[src/rtl/booth_mul_sched_if.sv]
// Request/result bundle for booth_mul_sched.
//   req_valid[1:0]  requester valid, bit i = requester i
//   req_ready[1:0]  per-requester accept (one-hot or zero)
//   req_a0/req_b0   requester 0 multiplier / multiplicand
//   req_a1/req_b1   requester 1 multiplier / multiplicand
//   out_valid/out_ready  result handshake
//   out_product     unsigned product a*b
//   out_id          requester index of the result
//   busy            an operation is in flight (RUN or DONE)
// master: requester/consumer side; slave: the multiplier.
interface booth_mul_sched_if #(
  parameter int unsigned WIDTH = 16
);
  logic [1:0]         req_valid;
  logic [1:0]         req_ready;
  logic [WIDTH-1:0]   req_a0;
  logic [WIDTH-1:0]   req_b0;
  logic [WIDTH-1:0]   req_a1;
  logic [WIDTH-1:0]   req_b1;
  logic               out_valid;
  logic               out_ready;
  logic [2*WIDTH-1:0] out_product;
  logic               out_id;
  logic               busy;

  modport master (
    output req_valid, req_a0, req_b0, req_a1, req_b1, out_ready,
    input  req_ready, out_valid, out_product, out_id, busy
  );

  modport slave (
    input  req_valid, req_a0, req_b0, req_a1, req_b1, out_ready,
    output req_ready, out_valid, out_product, out_id, busy
  );
endinterface

[src/rtl/booth_mul_sched.sv]
// Shared sequential radix-2 Booth multiplier with a two-port round-robin
// front end. One Booth substep per clock; WIDTH+1 substeps per operation.
//   clk  rising-edge clock
//   rst  asynchronous active-high reset
//   bus  booth_mul_sched_if slave modport (requests, result, busy)
// WIDTH must match the WIDTH of the connected interface.
module booth_mul_sched #(
  parameter int unsigned WIDTH = 16
) (
  input  logic              clk,
  input  logic              rst,
  booth_mul_sched_if.slave  bus
);
  localparam int unsigned STEPS = WIDTH + 1;
  localparam int unsigned SW    = $clog2(STEPS + 1);

  typedef enum logic [1:0] {IDLE, RUN, DONE} state_t;

  state_t          state, state_nxt;
  logic [WIDTH:0]  acc, q, m;
  logic            q_m1;
  logic [SW-1:0]   step;
  logic            id, last_id;
  logic            grant, accept, last_step;
  logic [WIDTH:0]  sum;

  // Round-robin: a lone requester wins; on a tie the one that did not win last.
  always_comb begin
    grant = 1'b0;
    case (bus.req_valid)
      2'b01:   grant = 1'b0;
      2'b10:   grant = 1'b1;
      2'b11:   grant = ~last_id;
      default: grant = 1'b0;
    endcase
  end

  always_comb begin
    accept    = (state == IDLE) && bus.req_valid[grant];
    last_step = (step == SW'(STEPS - 1));
  end

  // Booth add/subtract; width is WIDTH+1 so the subtract carry is dropped.
  always_comb begin
    sum = acc;
    case ({q[0], q_m1})
      2'b01:   sum = acc + m;
      2'b10:   sum = acc - m;
      default: sum = acc;
    endcase
  end

  always_ff @(posedge clk or posedge rst) begin
    if (rst) state <= IDLE;
    else     state <= state_nxt;
  end

  always_comb begin
    state_nxt = state;
    case (state)
      IDLE:    if (accept) state_nxt = RUN;
      RUN:     if (last_step) state_nxt = DONE;
      DONE:    if (bus.out_ready) state_nxt = IDLE;
      default: state_nxt = IDLE;
    endcase
  end

  always_comb begin
    bus.req_ready   = '0;
    bus.out_valid   = 1'b0;
    bus.out_product = '0;
    bus.out_id      = id;
    bus.busy        = 1'b0;
    case (state)
      IDLE: begin
        if (bus.req_valid[grant]) bus.req_ready[grant] = 1'b1;
      end
      RUN: bus.busy = 1'b1;
      DONE: begin
        bus.busy        = 1'b1;
        bus.out_valid   = 1'b1;
        // Low 2*WIDTH bits of {acc, q}; the top two acc bits are always zero here.
        bus.out_product = {acc[WIDTH-2:0], q};
      end
      default: ;
    endcase
  end

  always_ff @(posedge clk or posedge rst) begin
    if (rst) begin
      acc     <= '0;
      q       <= '0;
      m       <= '0;
      q_m1    <= 1'b0;
      step    <= '0;
      id      <= 1'b0;
      last_id <= 1'b1;
    end else begin
      case (state)
        IDLE: begin
          if (accept) begin
            acc     <= '0;
            q       <= {1'b0, grant ? bus.req_a1 : bus.req_a0};
            m       <= {1'b0, grant ? bus.req_b1 : bus.req_b0};
            q_m1    <= 1'b0;
            step    <= '0;
            id      <= grant;
            last_id <= grant;
          end
        end
        RUN: begin
          // Arithmetic right shift of {sum, q, q_m1}.
          acc  <= {sum[WIDTH], sum[WIDTH:1]};
          q    <= {sum[0], q[WIDTH:1]};
          q_m1 <= q[0];
          step <= step + SW'(1);
        end
        default: ;
      endcase
    end
  end
endmodule

[src/flat_wrapper.sv]
// flat-port wrapper written by rule: the top's interface ports become plain ports
module booth_mul_sched_flat 
#(
  parameter int unsigned WIDTH = 16
)
  (clk, rst, bus_req_valid, bus_req_a0, bus_req_b0, bus_req_a1, bus_req_b1, bus_out_ready, bus_req_ready, bus_out_valid, bus_out_product, bus_out_id, bus_busy);
  booth_mul_sched_if #(.WIDTH(WIDTH)) bus_i ();
  input  logic clk;
  input  logic rst;
  input wire logic [$bits(bus_i.req_valid)-1:0] bus_req_valid;
  input wire logic [$bits(bus_i.req_a0)-1:0] bus_req_a0;
  input wire logic [$bits(bus_i.req_b0)-1:0] bus_req_b0;
  input wire logic [$bits(bus_i.req_a1)-1:0] bus_req_a1;
  input wire logic [$bits(bus_i.req_b1)-1:0] bus_req_b1;
  input wire logic [$bits(bus_i.out_ready)-1:0] bus_out_ready;
  output wire logic [$bits(bus_i.req_ready)-1:0] bus_req_ready;
  output wire logic [$bits(bus_i.out_valid)-1:0] bus_out_valid;
  output wire logic [$bits(bus_i.out_product)-1:0] bus_out_product;
  output wire logic [$bits(bus_i.out_id)-1:0] bus_out_id;
  output wire logic [$bits(bus_i.busy)-1:0] bus_busy;
  assign bus_i.req_valid = bus_req_valid;
  assign bus_i.req_a0 = bus_req_a0;
  assign bus_i.req_b0 = bus_req_b0;
  assign bus_i.req_a1 = bus_req_a1;
  assign bus_i.req_b1 = bus_req_b1;
  assign bus_i.out_ready = bus_out_ready;
  assign bus_req_ready = bus_i.req_ready;
  assign bus_out_valid = bus_i.out_valid;
  assign bus_out_product = bus_i.out_product;
  assign bus_out_id = bus_i.out_id;
  assign bus_busy = bus_i.busy;
  booth_mul_sched #(.WIDTH(WIDTH)) u_core (.clk(clk), .rst(rst), .bus(bus_i));
endmodule
[config.mk]
export PLATFORM = sky130hd
export DESIGN_NAME = booth_mul_sched_flat
export DESIGN_NICKNAME = d
export VERILOG_FILES = /design/src/rtl/booth_mul_sched_if.sv /design/src/rtl/booth_mul_sched.sv /design/src/flat_wrapper.sv
export SDC_FILE = /design/constraint.sdc
export NUM_CORES = 1
export LEC_CHECK = 0
export ABC_AREA = 1
export CAP_MARGIN = 0
export CORE_MARGIN = 5
export CORE_UTILIZATION = 52
export CTS_CLUSTER_DIAMETER = 120
export DETAILED_ROUTE_END_ITERATION = 10
export HOLD_SLACK_MARGIN = 0.03
export PLACE_DENSITY = 0.9
export SLEW_MARGIN = 25
export SYNTH_ARGS = -nofsm -noshare
export SYNTH_HDL_FRONTEND = slang
export SYNTH_SLANG_ARGS = --single-unit
[constraint.sdc]
create_clock -name clk -period 3.3 [get_ports clk]
set_input_delay 0.495 -clock clk [delete_from_list [all_inputs] [get_ports clk]]
set_output_delay 0.495 -clock clk [all_outputs]
set_load 0.1 [all_outputs]
After elaboration in Yosys (flattened, before gate mapping)
Cells that the tools add are included.
{"block": "classes", "bitwise_logic": 1, "n_addsub": 3, "n_reduce_logical": 8, "n_eq_ne": 10, "order_cmp": 2, "n_mux": 25}
{"operator": "$pmux 17 s2", "n": 3}
{"operator": "$mux 17", "n": 2}
{"operator": "$mux 16", "n": 2}
{"operator": "$mux 32", "n": 1}
{"operator": "$add 17x16->17", "n": 1}
{"operator": "$sub 17x16->17", "n": 1}
{"operator": "$mux 2", "n": 5}
{"operator": "$pmux 5 s2", "n": 1}
{"operator": "$eq 2x2->1 const B", "n": 4}
{"operator": "$mux 1", "n": 6}
{"operator": "$pmux 2 s3", "n": 1}
{"operator": "$add 5x1->5 const B", "n": 1}
{"operator": "$eq 5x5->1 const B", "n": 1}
{"operator": "$mux 5", "n": 1}
{"operator": "$eq 2x1->1 const B", "n": 2}
{"operator": "$ne 2x1->1 const B", "n": 2}
{"operator": "$pmux 1 s2", "n": 2}
{"operator": "$reduce_and 2->1", "n": 2}
{"operator": "$reduce_and 3->1", "n": 1}
{"operator": "$logic_and 1x1->1", "n": 2}
{"operator": "$logic_not 2->1", "n": 1}
{"operator": "$lt 1x2->1 const B", "n": 1}
{"operator": "$ne 2x2->1 const B", "n": 1}
{"operator": "$reduce_bool 2->1", "n": 1}
{"operator": "other kinds (4)", "n": 4}
{"block": "word_totals", "inputBits": 69, "register_bits": 60, "wordCells": 57, "out_inout_bits": 37}

Logic depth before layout (Yosys ltp)
Gate-level depths: netlist (run 1).
{"block": "logic_depth", "ltp_word": 8, "ltp_mapped": 22}

Worst setup path before layout (run 1)
Ideal clock, no wire load.
{"block": "synth_path", "kind": "reg2out", "startpoint": "reg u_core.state[0]", "endpoint": "out bus_out_product[10]", "path_buffers": 2, "t_arrival_ns": 2.451, "path_slack_ns": 0.354, "path_stages_with_launch": 7, "required_time_ns": 2.805, "path_cell_list": "dfrtp_1 -> inv_1 -> ha_1 -> clkbuf_1 -> clkbuf_1 -> nand2_1 -> inv_1"}
{"block": "synth_via", "elab_chain_len": 2}
{"element": "from (decl)", "line_no": "booth_mul_sched.sv:19", "source": "state_t state, state_nxt;"}
{"element": "from (signal assigned)", "line_no": "booth_mul_sched.sv:55", "source": "else state <= state_nxt;"}
{"element": "$eq 2x2->1", "line_no": "booth_mul_sched.sv:74", "source": "case (state)"}
{"element": "$mux 32", "line_no": "booth_mul_sched.sv:74"}
{"element": "to (decl)", "line_no": "flat_wrapper.sv:18", "source": "output wire logic [$bits(bus_i.out_product)-1:0] bus_out_product;"}
Every way passes these cells.

Worst setup path in the final report (run 1)
{"block": "layout_path", "startpoint": "reg u_core.q_m1", "endpoint": "reg u_core.acc[15]"}
{"block": "layout_via", "elab_chain_len": 3}
{"element": "from (decl)", "line_no": "booth_mul_sched.sv:21", "source": "logic q_m1;"}
{"element": "from (signal assigned)", "line_no": "booth_mul_sched.sv:115", "source": "q_m1 <= q[0];"}
{"element": "$eq 2x2->1 or $eq 2x1->1 (tied branches)", "line_no": "booth_mul_sched.sv:46", "source": "case ({q[0], q_m1})"}
{"element": "$pmux 17 s2 *", "line_no": "booth_mul_sched.sv:46"}
{"element": "$pmux 17 s2 *", "line_no": "booth_mul_sched.sv:99", "source": "case (state)"}
{"element": "to (signal assigned)", "line_no": "booth_mul_sched.sv:113", "source": "acc <= {sum[WIDTH], sum[WIDTH:1]};"}
{"element": "to (decl)", "line_no": "booth_mul_sched.sv:20", "source": "logic [WIDTH:0] acc, q, m;"}
Mark *: on every way between the ends. The rest lies on a longest branch, timed or not.
A chain may end at the register's enable or synchronous reset.

==> impl_metrics.csv, run 1 <==
group,metric,value,unit
route,via_per_inst,5.12,
layout,antenna_cells,0,
power_and_ir_drop,ir_drop,0.000614,V
synthesis,ys_types,42,
clock_tree,numClockSinks,59,
global_routing,antenna_found_initial,0,
layout,fin_nets,936,
floorplan,start_util,0.538,
timing,skew,0.0168,ns
global_routing,grt_usage,0.235,
synthesis,async_flop_share,1.00,
floorplan,num_rows,34,
power_and_ir_drop,p_per_area,1140,mW/mm^2
synthesis,ys_top_cells_by_count,"nand2_1, inv_1, nor2_1",
synthesis,syn_area,0.00474,mm^2
job,drv_cap,0,
layout,finish.utilization,0.693,
global_routing,grt_overflow,0,
outcome,status,"finished clean",
clock_tree,clockRootBuffer,"clkbuf_8",
global_routing,grt_max_degree,33,
synthesis,ys_seq_area_frac,0.312,
timing,fin_crit,2.73,ns
timing,worstMarginPinSlew,0.993,ns
synthesis,synth-edff-count,0,
route,postRouteAntennaNets,0,
route,routedWlPerCell,13.5,um
synthesis,synth_most_common_cell,"nand2_1",
worst_hold_path,worstHoldPathType,"in2async",
clock_tree,clk_latency,0.34,ns
worst_setup_path,critPathLaunchType,"flop",
route,drt_iter0_drc,313,
timing,slew_viol_final,0,
global_routing,grtUsageMet1,0.322,
floorplan,pin_count,106,
timing,hold_viol,0,
global_routing,grt_pass1_wl,21600,um
worst_setup_path,reg2reg_slack,0.57,ns
worst_setup_path,crit_fanout,11,
global_routing,met3_usage,0.0507,
timing,finalSetupViolations,0,
worst_setup_path,endpoint_kind,"flop",
synthesis,synth_flop_cell,"dfrtp_1",
placement,io_buffers,105,
floorplan,die_w,105,um
layout,area_delta_synth_final,28.8,%
timing,max-slew-margin-rel,0.336,
route,post-route-drc-count,0,
route,wl,12900,um
timing,rsz0062_at_grt,"no",
clock_tree,clkTransAtPathRegs,0.07,ns
global_routing,grtUsageMet2,0.371,
synthesis,yosysWarnings,0,
floorplan,core,0.00881,mm^2
route,vias,4879,
timing,max_freq,366,MHz
synthesis,synth_top_area_frac,0.306,
worst_setup_path,arrival,2.96,ns
placement,gp_congestion,0.938,
synthesis,netlist_top_cells_area,"dfrtp_1, nand2_1, inv_1, ha_1, nor2_1",
global_routing,grt_pass1_vias,4590,
route,drtPass1Iterations,6,
clock_tree,cts-hold-fix-buffers,0,
synthesis,ys_ff_latch,59,
synthesis,synth_fp_nets,838,
synthesis,synth_area_leader_cell,"dfrtp_1",
layout,design_area,0.00610,mm^2
floorplan,die_y,105,um
layout,layout-drive-gt1-share,0.0947,
clock_tree,cts_setup_buffers,0,
worst_setup_path,cp.required,3.53,ns
timing,hold-worst-slack,0.443,ns
clock_tree,cts_buffer_depth,2,
synthesis,syn_inst,745,
power_and_ir_drop,power_leakage,3.41,nW
global_routing,busiest_layer,"met2",
clock_tree,cts_tree,"yes",
floorplan,fp.dieArea,0.0111,mm^2
synthesis,syn_avg_cell_area,6.36,um^2
placement,post-dp-hpwl,9860,um
clock_tree,numCtsBuffers,9,
timing,setup_tns,0,ns
clock_tree,htreeDepth,3,
worst_setup_path,worstSetupPathType,"reg2reg",
placement,postPlaceCellArea,0.00595,mm^2
clock_tree,postCtsResizedCells,0,
timing,period_share,0.827,
-- critical path, cell delays in order, from the launching register on --
cell,delay (ns)
dfrtp_1,0.35
inv_1,0.07
ha_1,0.34
inv_1,0.23
nand2_1,0.16
o21ai_0,0.11
xor2_1,0.15
inv_1,0.07
ha_1,0.35
nand2_1,0.09
inv_1,0.09
nand2_1,0.06
nand2_1,0.08
inv_1,0.06
nand2_1,0.10
nand2_1,0.06
nand2_1,0.08
nand2_1,0.05
nand3_1,0.08
nand2_1,0.05
-- placed cells by master, fill, tap and decap left out, types with 7 or more instances in the layout --
master	count
nand2_1	260
inv_1	125
clkdlybuf4s50_1	69
nor2_1	68
dfrtp_1	58
nand3_1	45
buf_4	29
o21ai_0	28
ha_1	23
o211ai_1	17
buf_12	15
o22ai_1	14
a21oi_1	13
xor2_1	12
clkbuf_8	10
inv_2	7
o21ai_1	7
-- registers in the layout (all words and copies together) (netlist names) --
signal	flops
u_core.state	2
u_core.acc	16
u_core.q_m1	1
u_core.bus.out_id	1
u_core.last_id	1
u_core.q	17
u_core.step	5
u_core.m	16
-- layout make-up --
class / instances / area [um^2]
clock buffers: 10 / 138
clock inverters: 3 / 17.5
fillers: 713 / 2700
inverters: 133 / 504
multi-input cells: 527 / 2620
flip-flops and latches: 59 / 1480
well taps: 108 / 135
repair buffers: 113 / 1210
-- worst paths after layout --
path                                                 start                         end  cells past startpoint
worst min-delay path                                   rst    u_core.q[11]$_DFFE_PP0P_                      2
worst max register to register     u_core.q_m1$_DFFE_PP0P_  u_core.acc[15]$_DFFE_PP0P_                     19
max in group asynchronous                              rst  u_core.last_id$_DFFE_PP1P_                      3
worst min register to register  u_core.last_id$_DFFE_PP1P_  u_core.last_id$_DFFE_PP1P_                      2
worst max-delay path               u_core.q_m1$_DFFE_PP0P_  u_core.acc[15]$_DFFE_PP0P_                     19
min in group clk                u_core.last_id$_DFFE_PP1P_  u_core.last_id$_DFFE_PP1P_                      2
-- stage by stage --
step | power, mW | std cells | worst slack (ns)
finish | 6.98 | 953 | 0.571
floorplan | 5.21 | 745 | 0.354
CTS | 6.94 | 953 | 0.609
global placement | 6.23 | 940 | 0.645
detailed placement | 6.34 | 940 | 0.618
global route | 7.67 | 953 | 0.241
-- per-layer routing --
layer,part of all wire,routed length (um),vias up
met4,0.022,284,0
met3,0.076,982,20
met2,0.46,5870,184
met5,0,0,-
met1,0.45,5730,2164
li1,-,-,2511
-- kinds of logic after synthesis --
group	after synthesis	share of synthesized area
AO/OA/AOI/OAI	89	0.116
XOR/XNOR	15	0.0277
adder cells (fa/ha/maj)	24	0.0650
flip-flops	59	0.312
AND/OR/NAND/NOR	399	0.344
buffers and inverters	159	0.135
-- power by group --
part | internal, mW | switching (mW) | leakage (nW)
combinational | 1.63 | 3.44 | 2.59
sequential | 1.05 | 0.291 | 0.742
clock | 0.278 | 0.293 | 0.0799
Power figures use the tool's default switching activity.
==> run 2, diff against run 1 <==
==> constraint.sdc (replaced) <==
create_clock -name clk -period 2.7 [get_ports clk]
set_input_delay 0.405 -clock clk [delete_from_list [all_inputs] [get_ports clk]]
set_output_delay 0.405 -clock clk [all_outputs]
set_load 0.1 [all_outputs]
==> impl_metrics.csv, run 2 (same netlist as run 1, synthesis figures left out) <==
group,metric,value,unit
outcome,status,"finished clean",
clock_tree,clk_latency,0.35,ns
layout,antenna_cells,0,
global_routing,grt_pass1_vias,4866,
floorplan,die_y,105,um
power_and_ir_drop,ir_drop,0.00101,V
worst_setup_path,crit_slowest_cell,"dfrtp_1",
clock_tree,clockRootBuffer,"clkbuf_8",
placement,postPlaceCellArea,0.00624,mm^2
worst_setup_path,crit_fanout,5,
placement,dp.cells,942,
route,post-route-drc-count,0,
worst_setup_path,cpMostUsedCell,"nand2_1",
layout,final_cell_mix,"nand2_1, inv_1, clkdlybuf4s50_1",
clock_tree,cts_tree,"yes",
worst_setup_path,reg2reg_depth,17,
timing,finalSetupViolations,0,
global_routing,grt_overflow,0,
route,routedWlPerCell,15.6,um
floorplan,core,0.00881,mm^2
worst_setup_path,critPathLaunchType,"flop",
clock_tree,numCtsBuffers,9,
layout,reg_top3,"u_core.q: 17 flops, u_core.acc: 16 flops, u_core.m: 16 flops",
worst_setup_path,path_cells,"inv_2 > ha_4 > nand3_4 > nor2_4 > a21oi_1 > xnor2_1 > ha_1 > nand2_2 > inv_1 > nand2_1 > nand2_1 > a21oi_2 > nand2_1 > nand2_1 > nand3_1 > nand2_1 > nand2_1",
clock_tree,clkTransAtPathRegs,0.08,ns
timing,worstMarginPinSlew,0.515,ns
placement,gp_congestion,0.900,
clock_tree,htreeDepth,3,
timing,period_share,0.963,
global_routing,grt_usage,0.252,
job,drv_cap,0,
clock_tree,cts-hold-fix-buffers,0,
worst_setup_path,worstSetupPathType,"reg2reg",
route,postRouteAntennaNets,0,
route,drt_iter0_drc,460,
clock_tree,cts_buffer_depth,2,
floorplan,num_rows,34,
timing,hold_viol,0,
route,via_per_inst,5.55,
power_and_ir_drop,p_per_area,1450,mW/mm^2
layout,layout-drive-gt1-share,0.133,
layout,fin_nets,940,
placement,io_buffers,105,
layout,area_delta_synth_final,39.5,%
global_routing,grt_pass1_wl,23000,um
clock_tree,numClockSinks,59,
worst_setup_path,max_stage_delay,0.40,ns
power_and_ir_drop,power_leakage,3.53,nW
route,vias,5329,
placement,post-dp-hpwl,10500,um
floorplan,die_w,105,um
worst_setup_path,rr_startpoint,"u_core.m[0]$_DFFE_PP0P_",
layout,layout_commonest_cell,"nand2_1",
layout,largest_register_ffs,17,
global_routing,grt_max_degree,38,
worst_hold_path,worstHoldPathType,"in2async",
worst_setup_path,cp.required,2.94,ns
layout,fin_cells,960,
floorplan,pin_count,106,
global_routing,antenna_found_initial,0,
route,drtPass1Iterations,5,
worst_setup_path,reg2reg_slack,0.10,ns
route,wl,15000,um
timing,max_freq,385,MHz
worst_setup_path,arrival,2.84,ns
floorplan,start_util,0.538,
timing,slew_viol_final,0,
floorplan,fp.dieArea,0.0111,mm^2
worst_setup_path,endpoint_kind,"flop",
timing,fin_crit,2.60,ns
timing,skew,0.0127,ns
layout,design_area,0.00661,mm^2
worst_setup_path,worstReg2RegEnd,"u_core.acc[13]$_DFFE_PP0P_",
timing,max-slew-margin-rel,0.656,
layout,top_register,"u_core.q",
==> run 2: cell types whose count changed in the layout (fill, tap and decap cells not counted), sizes merged <==
cell	before	now
clkinv	2	3
clkinvlp	1	0
buf	44	49
bufinv	0	1
clkdlybuf4s50	69	68
clkbuf	10	12
==> run 2: critical path, delay by kind of cell (launching register included) <==
| family | cells | cell delay (ns) |
|---|---|---|
| and+or+nand+nor | 10 | 0.99 |
| buffers and inverters | 2 | 0.17 |
| xor gates and xnor gates | 1 | 0.19 |
| DFF | 1 | 0.40 |
| AOI/OAI and AO/OA | 2 | 0.24 |
| adders and majority gates | 2 | 0.50 |
==> run 2: cell type report <==
| cell class | count | area [um^2] |
|---|---|---|
| Multi-Input combinational cell | 527 | 2770 |
| Sequential cell | 59 | 1480 |
| Tap cell | 108 | 135 |
| Clock inverter | 4 | 48.8 |
| Inverter | 133 | 507 |
| Fill cell | 561 | 2200 |
| Clock buffer | 12 | 155 |
| Timing Repair Buffer | 117 | 1510 |
==> run 2: how the worst max path moves through the flow <==
stage | from | end | slack, ns | depth (start not counted)
floorplan | u_core.state[0]$_DFFE_PP0P_ | bus_req_ready[0] | 0.08 | 5
global placement | u_core.m[0]$_DFFE_PP0P_ | u_core.acc[10]$_DFFE_PP0P_ | 0.16 | 17
detailed placement | u_core.m[1]$_DFFE_PP0P_ | u_core.acc[10]$_DFFE_PP0P_ | 0.04 | 17
CTS | u_core.m[1]$_DFFE_PP0P_ | u_core.acc[10]$_DFFE_PP0P_ | 0.02 | 17
global route | u_core.m[2]$_DFFE_PP0P_ | u_core.acc[13]$_DFFE_PP0P_ | -0.10 | 19
finish | u_core.m[0]$_DFFE_PP0P_ | u_core.acc[13]$_DFFE_PP0P_ | 0.10 | 17
==> run 2: per-stage QoR <==
step                      hold WS (ns)  TNS [ns]  total power [mW]   util  setup slack [ns]
after global placement           0.452         0              7.86  0.708             0.158
after global routing             0.481    -0.152              10.3  0.751            -0.101
after CTS                        0.427         0              8.99  0.733            0.0191
final                            0.415         0              9.61  0.751             0.101
after detailed placement         0.459         0              8.05  0.708            0.0385
after floorplan                  0.439         0              6.37      -            0.0830
==> run 2: metal layers <==
| layer | global-route usage | vias up | wire length, um |
|---|---|---|---|
| met2 | 0.418 | 303 | 7180 |
| met1 | 0.320 | 2446 | 5840 |
| met4 | 0.0928 | 0 | 545 |
| li1 | - | 2527 | - |
| met5 | 0 | - | 0 |
| met3 | 0.0599 | 53 | 1440 |
==> run 2: repair_timing <==
action / 4_1_cts / 5_1_grt
pin swaps: 0 / 4
buffers inserted: 0 / 2
gates resized for setup: 2 / 32
endpoints found under the setup margin: 1 / 9
==> run 2: report_power, final <==
group	switching, mW	internal, mW	leakage (nW)	total (mW)
combinational	4.61	2.44	2.68	7.05
clock	0.395	0.476	0.106	0.871
sequential	0.405	1.28	0.741	1.69
total	5.41	4.20	3.53	9.61
==> run 3, diff against run 2 <==
--- a/config.mk
+++ b/config.mk
@@ -8,11 +8,11 @@
 export ABC_AREA = 1
 export CAP_MARGIN = 0
 export CORE_MARGIN = 5
-export CORE_UTILIZATION = 52
+export CORE_UTILIZATION = 45
 export CTS_CLUSTER_DIAMETER = 120
 export DETAILED_ROUTE_END_ITERATION = 10
 export HOLD_SLACK_MARGIN = 0.03
-export PLACE_DENSITY = 0.9
+export PLACE_DENSITY = 0.81
 export SLEW_MARGIN = 25
 export SYNTH_ARGS = -nofsm -noshare
 export SYNTH_HDL_FRONTEND = slang
==> impl_metrics.csv, run 3 (same netlist as run 1, synthesis figures left out) <==
group,metric,value,unit
placement,postPlaceCellArea,0.00628,mm^2
clock_tree,numCtsBuffers,9,
power_and_ir_drop,netSwitchingFraction,0.560,
timing,skew,0.00756,ns
floorplan,die_w,113,um
power_and_ir_drop,seqPwrFrac,0.183,
clock_tree,cts_tree,"yes",
route,routedWlPerCell,13.2,um
layout,largest_register_ffs,17,
worst_setup_path,reg2reg_slack,0.19,ns
power_and_ir_drop,p_clk_frac,0.077,
placement,io_buffers,105,
worst_setup_path,worstSetupPathType,"reg2reg",
route,wl,13000,um
global_routing,grt_usage,0.207,
layout,area_delta_synth_final,38.0,%
global_routing,grt_pass1_vias,4573,
timing,worstMarginPinSlew,0.544,ns
layout,design_area,0.00654,mm^2
worst_hold_path,worstHoldPathType,"in2async",
worst_setup_path,critPathLaunchType,"flop",
timing,setup_tns,0,ns
power_and_ir_drop,power,9.02,mW
worst_setup_path,crit_fanout,5,
job,drv_cap,0,
layout,layout_commonest_cell,"nand2_1",
timing,period_share,0.928,
global_routing,grt_pass1_wl,21900,um
layout,n_fill_cell,929,
clock_tree,cts_buffer_depth,2,
timing,hold_viol,0,
clock_tree,cts_setup_buffers,0,
placement,gp_congestion,0.898,
timing,max_freq,399,MHz
route,drtPass1Iterations,5,
floorplan,pin_count,106,
floorplan,fp.dieArea,0.0127,mm^2
floorplan,start_util,0.461,
worst_setup_path,arrival,2.74,ns
route,vias,4899,
placement,pre_cts_ws,0.103,ns
layout,fin_nets,939,
outcome,status,"finished clean",
floorplan,die_y,113,um
clock_tree,clkTransAtPathRegs,0.07,ns
power_and_ir_drop,p_comb_frac,0.740,
layout,final_cell_mix,"nand2_1, inv_1, clkdlybuf4s50_1",
layout,reg_top3,"u_core.q: 17 flops, u_core.acc: 16 flops, u_core.m: 16 flops",
layout,top_register,"u_core.q",
global_routing,antenna_found_initial,0,
floorplan,core,0.0103,mm^2
timing,setup_slack,0.193,ns
global_routing,grt_overflow,0,
global_routing,grt_max_degree,60,
layout,layout-drive-gt1-share,0.124,
clock_tree,htreeDepth,3,
timing,max-slew-margin-rel,0.637,
timing,slew_viol_final,0,
power_and_ir_drop,p_switching,5.05,mW
timing,finalSetupViolations,0,
timing,fin_crit,2.51,ns
route,drt_iter0_drc,289,
clock_tree,clockRootBuffer,"clkbuf_8",
power_and_ir_drop,ir_drop,0.000943,V
power_and_ir_drop,p_int,3.97,mW
clock_tree,numClockSinks,59,
timing,rsz0062_at_grt,"no",
worst_setup_path,endpoint_kind,"flop",
power_and_ir_drop,p_per_area,1380,mW/mm^2
power_and_ir_drop,power_leakage,3.49,nW
layout,antenna_cells,0,
route,postRouteAntennaNets,0,
clock_tree,clk_latency,0.34,ns
route,post-route-drc-count,0,
floorplan,num_rows,37,
route,via_per_inst,4.97,
placement,post-dp-hpwl,10100,um
worst_setup_path,cp.required,2.93,ns
## run 3: changes by cell type in the layout (fill, tap and decap cells not counted), sizes merged
cell	before	now
clkbuf	12	10
buf	49	48
bufinv	1	0
clkinv	3	4
clkinvlp	0	1
## run 3: metal layers
metal | track usage | up-vias | part of all wire
li1 | - | 2519 | -
met1 | 0.301 | 2200 | 0.46
met2 | 0.310 | 160 | 0.44
met3 | 0.0404 | 20 | 0.069
met4 | 0.0665 | 0 | 0.021
met5 | 0 | - | 0
## run 3: through the flow
stage                     hold slack (ns)   util  instances
final                               0.442  0.636        986
after CTS                           0.445  0.626        986
after global placement              0.455  0.611        971
after detailed placement            0.460  0.611        971
after global routing                0.488  0.636        986
after floorplan                     0.439      -        745
## run 3: critical path, stage by stage (launching register included)
cell and delay [ns]:
dfrtp_1 0.46, nor2_1 0.22, nand4_1 0.18, o21ai_1 0.18
xnor2_1 0.14, inv_1 0.09, ha_2 0.39, nand2_2 0.09
nor2_1 0.18, nand3_1 0.14, nand4_1 0.09, nand3_1 0.11
nand2_1 0.09, nand2_1 0.05
## run 3: cell type report
cell class                 count  area, um^2  area share
clock buffer                  10         128      0.0195
multi-input combinational    527        2720       0.416
inverter                     133         504      0.0771
clock inverter                 5        31.3     0.00478
timing repair buffer         116        1500       0.230
sequential                    59        1480       0.226
tap                          136         170      0.0260
## run 3: what timing repair did
| action | 4_1_cts | 5_1_grt |
|---|---|---|
| resized for setup | 0 | 26 |
| setup endpoints to repair | 0 | 10 |
| hold buffers | 0 | 0 |
## run 3: final timing paths
check,startpoint,to,cells past startpoint
setup / recovery,u_core.m[4]$_DFFE_PP0P_,u_core.acc[11]$_DFFE_PP0P_,13
hold / removal,rst,u_core.m[14]$_DFFE_PP0P_,3
setup reg to reg,u_core.m[4]$_DFFE_PP0P_,u_core.acc[11]$_DFFE_PP0P_,13
hold reg to reg,u_core.last_id$_DFFE_PP1P_,u_core.last_id$_DFFE_PP1P_,2
max in group asynchronous,rst,u_core.last_id$_DFFE_PP1P_,3
min in group clk,u_core.last_id$_DFFE_PP1P_,u_core.last_id$_DFFE_PP1P_,2
## run 3: power by group through the flow
stage               combinational, mW  clock, mW  sequential (mW)
floorplan                        4.77          0             1.59
global route                     7.45      0.739             1.70
global placement                 6.27          0             1.63
CTS                              6.41      0.705             1.63
detailed placement               6.39          0             1.64
finish                           6.68      0.694             1.65
